===== config.mk =====
export PLATFORM = sky130hd
export DESIGN_NAME = viterbi_decoder
export DESIGN_NICKNAME = d
export VERILOG_FILES = /design/src/rtl/vdec_pkg.sv /design/src/rtl/vdec_acs.sv /design/src/rtl/viterbi_decoder.sv
export SDC_FILE = /design/constraint.sdc
export NUM_CORES = 1
export LEC_CHECK = 0
export ABC_AREA = 1
export CORE_ASPECT_RATIO = 0.5
export CORE_MARGIN = 4
export CORE_UTILIZATION = 59
export DETAILED_ROUTE_END_ITERATION = 7
export HOLD_SLACK_MARGIN = 0.02
export PLACE_DENSITY = 0.75
export SYNTH_ARGS = -nofsm -noshare
export SYNTH_HDL_FRONTEND = slang
export SYNTH_SLANG_ARGS = --single-unit

===== constraint.sdc =====
create_clock -name clock -period 21.5 [get_ports clock]
set_clock_uncertainty 0.05 [all_clocks]
set_input_delay 3.225 -clock clock [delete_from_list [all_inputs] [get_ports clock]]
set_output_delay 3.225 -clock clock [all_outputs]
set_load 0.005 [all_outputs]

===== src/rtl/vdec_pkg.sv =====
// vdec_pkg: shared types and trellis helpers for the K=3, rate-1/2 Viterbi
// decoder. Encoder state is {s0,s1}: s0 is the previous data bit (MSB), s1
// the one before it. Code bits for data bit u are c0=u^s0^s1, c1=u^s0.
package vdec_pkg;

  typedef logic [1:0] state_t;

  localparam int NUM_STATES = 4;

  // Expected code symbol {c0,c1} when the encoder sits in state p and sees u.
  function automatic logic [1:0] exp_sym(state_t p, bit u);
    logic s0, s1;
    s0 = p[1];
    s1 = p[0];
    return {u ^ s0 ^ s1, u ^ s0};
  endfunction

  // Predecessor i of next state n={u,a}: the state {a,i} that shifts into n.
  function automatic state_t pred(state_t n, bit i);
    return {n[0], i};
  endfunction

  // Hamming distance between the received pair {r0,r1} and the symbol the
  // encoder would emit on the branch (p, u). Range 0..2.
  function automatic logic [1:0] branch_metric(state_t p, bit u, logic r0, logic r1);
    logic [1:0] sym;
    sym = exp_sym(p, u);
    return {1'b0, r0 ^ sym[1]} + {1'b0, r1 ^ sym[0]};
  endfunction

endpackage


===== src/rtl/vdec_acs.sv =====
// vdec_acs: one add-compare-select cell. Adds each predecessor's path metric
// to its branch metric and keeps the smaller; on a tie predecessor 0 wins.
// Ports:
//   pm0, pm1  in   path metrics of predecessors p0, p1
//   bm0, bm1  in   branch metrics (0..2) on the p0 / p1 branches
//   metric    out  selected candidate, one bit wider than a path metric
//   sel       out  0 = p0 chosen, 1 = p1 chosen
module vdec_acs #(
  parameter int PM_W = 6
) (
  input  logic [PM_W-1:0] pm0,
  input  logic [PM_W-1:0] pm1,
  input  logic [1:0]      bm0,
  input  logic [1:0]      bm1,
  output logic [PM_W:0]   metric,
  output logic            sel
);

  logic [PM_W:0] cand0;
  logic [PM_W:0] cand1;

  // The extra bit keeps the pre-normalization sum exact.
  assign cand0  = {1'b0, pm0} + (PM_W+1)'(bm0);
  assign cand1  = {1'b0, pm1} + (PM_W+1)'(bm1);
  // Strict less-than so that equal candidates keep p0.
  assign sel    = (cand1 < cand0);
  assign metric = sel ? cand1 : cand0;

endmodule


===== src/rtl/viterbi_decoder.sv =====
// viterbi_decoder: hard-decision Viterbi decoder for a serial K=3, rate-1/2
// code stream. Pairs code bits, runs a 4-state ACS with normalized metrics,
// keeps survivors by register exchange and emits one data bit per pair once
// TB_DEPTH pairs have been absorbed.
// Optional feature: define VDEC_ERRCNT_EN to add err_count, the running sum
// of channel errors absorbed by the best path (saturating at 16'hFFFF).
// Ports:
//   clock      in   system clock, posedge
//   reset      in   asynchronous, active-high
//   in         in   serial code bit, sampled when in_valid=1
//   in_valid   in   qualifies in
//   out        out  decoded data bit (holds between pulses)
//   out_valid  out  one-cycle pulse qualifying out
//   err_count  out  [15:0] absorbed-error count (VDEC_ERRCNT_EN only)
module viterbi_decoder
  import vdec_pkg::*;
#(
  parameter int TB_DEPTH = 16,
  parameter int PM_W     = 6
) (
  input  logic        clock,
  input  logic        reset,
  input  logic        in,
  input  logic        in_valid,
  output logic        out,
  output logic        out_valid
`ifdef VDEC_ERRCNT_EN
  ,
  output logic [15:0] err_count
`endif
);

  localparam int CNT_W = $clog2(TB_DEPTH);
  localparam logic [CNT_W-1:0] LAST_CNT = CNT_W'(TB_DEPTH - 1);
  // Non-zero start states are biased so the known encoder start state 0 wins.
  localparam logic [PM_W-1:0] PM_INIT = {2'b01, {(PM_W-2){1'b0}}};

  logic [PM_W-1:0]     pm        [NUM_STATES];
  logic [TB_DEPTH-1:0] path      [NUM_STATES];
  logic                phase;
  logic                r0;
  logic [CNT_W-1:0]    pair_cnt;

  logic [PM_W:0]       raw       [NUM_STATES];
  logic [NUM_STATES-1:0] sel;
  logic [PM_W:0]       raw_min;
  logic [PM_W-1:0]     pm_next   [NUM_STATES];
  logic [TB_DEPTH-1:0] path_next [NUM_STATES];
  state_t              best;

  // One ACS per next state n={u,a}; the second code bit is used straight from
  // the input so the ACS completes on the edge that accepts it.
  for (genvar g = 0; g < NUM_STATES; g++) begin : g_acs
    localparam state_t N  = state_t'(g);
    localparam state_t P0 = pred(N, 1'b0);
    localparam state_t P1 = pred(N, 1'b1);

    logic [1:0] bm0;
    logic [1:0] bm1;

    assign bm0 = branch_metric(P0, N[1], r0, in);
    assign bm1 = branch_metric(P1, N[1], r0, in);

    vdec_acs #(.PM_W(PM_W)) u_acs (
      .pm0    (pm[P0]),
      .pm1    (pm[P1]),
      .bm0    (bm0),
      .bm1    (bm1),
      .metric (raw[g]),
      .sel    (sel[g])
    );

    assign path_next[g] = {path[sel[g] ? P1 : P0][TB_DEPTH-2:0], N[1]};
  end

  // NOTE: every variable gets a value before any conditional update, so no
  // latch can be inferred here.
  always_comb begin
    raw_min = raw[0];
    for (int i = 1; i < NUM_STATES; i++) begin
      if (raw[i] < raw_min) raw_min = raw[i];
    end
    for (int i = 0; i < NUM_STATES; i++) begin
      pm_next[i] = PM_W'(raw[i] - raw_min);
    end
    // Scan downward so the lowest-index zero-metric state is the one kept.
    best = '0;
    for (int i = NUM_STATES - 1; i >= 0; i--) begin
      if (raw[i] == raw_min) best = state_t'(i);
    end
  end

  // NOTE: state registers use non-blocking assignments so every flop samples
  // the pre-edge values regardless of statement order.
  always_ff @(posedge clock or posedge reset) begin
    if (reset) begin
      // NOTE: the survivor memory is reset because its contents are shifted
      // straight to the output; stale bits would otherwise appear on out.
      pm[0] <= '0;
      for (int i = 1; i < NUM_STATES; i++) pm[i] <= PM_INIT;
      for (int i = 0; i < NUM_STATES; i++) path[i] <= '0;
      phase     <= 1'b0;
      r0        <= 1'b0;
      pair_cnt  <= '0;
      out       <= 1'b0;
      out_valid <= 1'b0;
    end else begin
      out_valid <= 1'b0;
      if (in_valid) begin
        phase <= ~phase;
        if (!phase) begin
          r0 <= in;
        end else begin
          for (int i = 0; i < NUM_STATES; i++) begin
            pm[i]   <= pm_next[i];
            path[i] <= path_next[i];
          end
          out       <= path_next[best][TB_DEPTH-1];
          out_valid <= (pair_cnt >= LAST_CNT);
          if (pair_cnt != LAST_CNT) pair_cnt <= pair_cnt + 1'b1;
        end
      end
    end
  end

`ifdef VDEC_ERRCNT_EN
  logic [16:0] err_sum;

  // raw_min before normalization is the growth of the best path's metric.
  assign err_sum = {1'b0, err_count} + 17'(raw_min);

  always_ff @(posedge clock or posedge reset) begin
    if (reset) begin
      err_count <= '0;
    end else if (in_valid && phase) begin
      err_count <= err_sum[16] ? 16'hFFFF : err_sum[15:0];
    end
  end
`endif

endmodule


==> qor.yml <==
worst_setup_path:
  critical_path_cell_count: 54
  cp_data_arrival_time_ns: 12.86
  worst-path-buf-inv: 13
  reg2reg_to: "pm[10]"
  slowest_stage: "o21ai_0"
  endpoint: "pm[10]"
  start_kind: "input port"
  crit_path_max_fanout: 37
  required_ns: 21.69
  endpoint_kind: "flop"
  path_common_cell: "nand2_1"
  ff2ff_setup_slack_ns: 11.89
  cp-startpoint: "in"
  critPathKind: "in2reg"
  reg2reg_depth: 53
  cpLargestDelayFamily: "compound AO/OA/AOI/OAI gates"
  critPathMaxStageDelay_ns: 0.68
  r2r-start: "r0"
clock_network:
  ctsResizeCount: 0
  insertion_delay_ns: 0.34
  cts_buffers: 9
  cts_tree: "yes"
  cts.sinks: 87
  ctsHtreeMaxLevel: 3
  cts.path.max_buffers: 2
  path_clk_slew_ns: 0.07
  cts_hold_buf: 0
  post_cts_buffers: 0
  root_buffer: "clkbuf_16"
global_route:
  use_met3: 0.0481
  grt_pass1_wl_um: 34100
  grt.overflow.total: 0
  use_met2: 0.444
  grt_max_degree: 98
  grt_busiest_layer: "met2"
  grt_pass1_vias: 6709
  grt_usage: 0.286
  grt_use_met1: 0.417
  antenna_found_initial: 0
yosys:
  syn_area_sq_um: 7730
  syn_avg_cell_area_sq_um: 6.89
  ys_ff_latch: 87
  synth_top_cell_area_share: 0.272
  synth_top_cell_by_area: "dfrtp_1"
  netlist_instances: 1122
  yosysSeqAreaShare: 0.282
  synth_cell_type_count: 43
  synth_nets: 1195
  synth_warnings: 0
  synthTopCellsByArea: "dfrtp_1 27%, nand2_1 14%, ha_1 11%"
routing:
  wl_per_cell_um: 16.1
  drtIter0Drc: 837
  wl_um: 20600
  drc: 0
  ant_nets: 0
  dr.pass1.iters: 6
  num_vias: 7261
  viasPerCell: 5.67
timing:
  fin_setup_tns_ns: 0
  min_period_ns: 12.68
  maxSlewViolCount: 0
  setup_viol: 0
  worst_pin_slew_ns: 1.29
  fmax_mhz: 78.9
  max-slew-margin-rel: 0.133
  final.setup.worst_slack_ns: 8.82
  period_share: 0.590
  hold_violations: 0
  rsz0062_at_grt: "no"
flow_run:
  drv_cap: 0
cells_and_area:
  area_growth_pct: 5.39
  layout.nets: 1179
  antenna_cells: 0
  drive_above_1_share: 0.0829
  fillers: 1136
  register_area_sq_um: 2180
  multiInputGateArea_sq_um: 4790
worst_hold_path:
  hold_path_class: "reg2reg"
placed_design:
  dp_hpwl_um: 15800
  io_buffers: 5
  post-place-ws_ns: 8.74
  gp_congestion: 0.974
floorplan:
  rows: 29
  initial_core_util: 0.607
  top_level_ports: 6
  core_area_sq_um: 12700
  dieArea_sq_um: 15100
  dieWidth_um: 170
  die_y_um: 89.0
status:
  status: "finished clean"
-- worst register-to-register path, delay by kind of cell (launching register included) --
kind                     cells  cell delay (ns)
AO/OA/AOI/OAI               11             2.98
flip-flops                   1             0.43
XOR/XNOR                     2             0.50
AND/OR/NAND/NOR             19             2.03
buffers and inverters       12             0.90
adder cells (fa/ha/maj)      9             2.64
-- cell type report --
class                           count  share of cell area
Clock buffer                        9              0.0276
Clock inverter                      6             0.00844
Inverter                          155              0.0715
Multi-Input combinational cell    843               0.588
Sequential cell                    87               0.268
Tap cell                          170              0.0261
Timing Repair Buffer               10              0.0107
-- routing by layer --
layer  part of all wire  vias up
met3              0.081       41
met5                  0        -
met4              0.021        0
met2               0.42      255
met1               0.48     3351
li1                   -     3614
-- cell families after synthesis --
| logic type | count (synthesis) | synth area share |
|---|---|---|
| AOI/OAI and AO/OA | 220 | 0.150 |
| xor gates and xnor gates | 44 | 0.0508 |
| adders and majority gates | 69 | 0.115 |
| buffers and inverters | 192 | 0.0987 |
| DFF | 87 | 0.282 |
| and+or+nand+nor | 510 | 0.304 |
-- synthesized netlist by cell type (all sizes together) --
master / instances
nand3: 121
nor2: 36
ha: 66
or2: 10
buf: 14
fa: 3
nand4: 10
dfrtp: 84
o21a: 4
inv: 151
xor2: 37
clkinv: 4
a21oi: 66
o22ai: 4
clkbuf: 23
o21ai: 141
o21bai: 1
nand2: 321
a21boi: 1
nor3: 5
dfstp: 3
xnor2: 7
a31oi: 1
a21o: 2
nand3b: 7
-- worst min path at each step --
stage | from | endpoint | cells after the start
detailed placement | path[0] | path[0] | 1
finish | path[0] | path[0] | 1
CTS | path[0] | path[0] | 1
global placement | path[0] | path[0] | 1
floorplan | path[0] | path[0] | 1
global route | path[0] | path[0] | 1
-- registers in the layout, summed over array words and instances, names as in the netlist --
name and flops:
out_valid 1, out 1, path 55, pair_cnt 4, pm 24, phase 1
r0 1
-- stage by stage --
step,cell area (sq um),hold WS (ns),cells,util
after global routing,8150,0.469,1280,0.640
after floorplan,7730,0.390,1122,-
final,8150,0.425,1280,0.640
after global placement,7860,0.401,1265,0.617
after detailed placement,7860,0.413,1265,0.617
after CTS,8150,0.429,1280,0.640
-- placed cells by master (no fill, tap or decap), types with 6 or more instances in the layout --
| master | count |
|---|---|
| or2_2 | 6 |
| nand3b_1 | 6 |
| o21ai_0 | 132 |
| dfrtp_1 | 84 |
| ha_1 | 66 |
| nand3_1 | 113 |
| clkbuf_16 | 9 |
| inv_2 | 7 |
| inv_1 | 143 |
| nand2_1 | 288 |
| xor2_1 | 36 |
| nand2_2 | 29 |
| nand4_1 | 10 |
| xnor2_1 | 7 |
| a21oi_1 | 64 |
| nor2_1 | 29 |
| o21ai_1 | 7 |
Power is left out: the tool's default activity adds up to more than one toggle a clock period on the data nets, which glitch-free logic cannot reach.
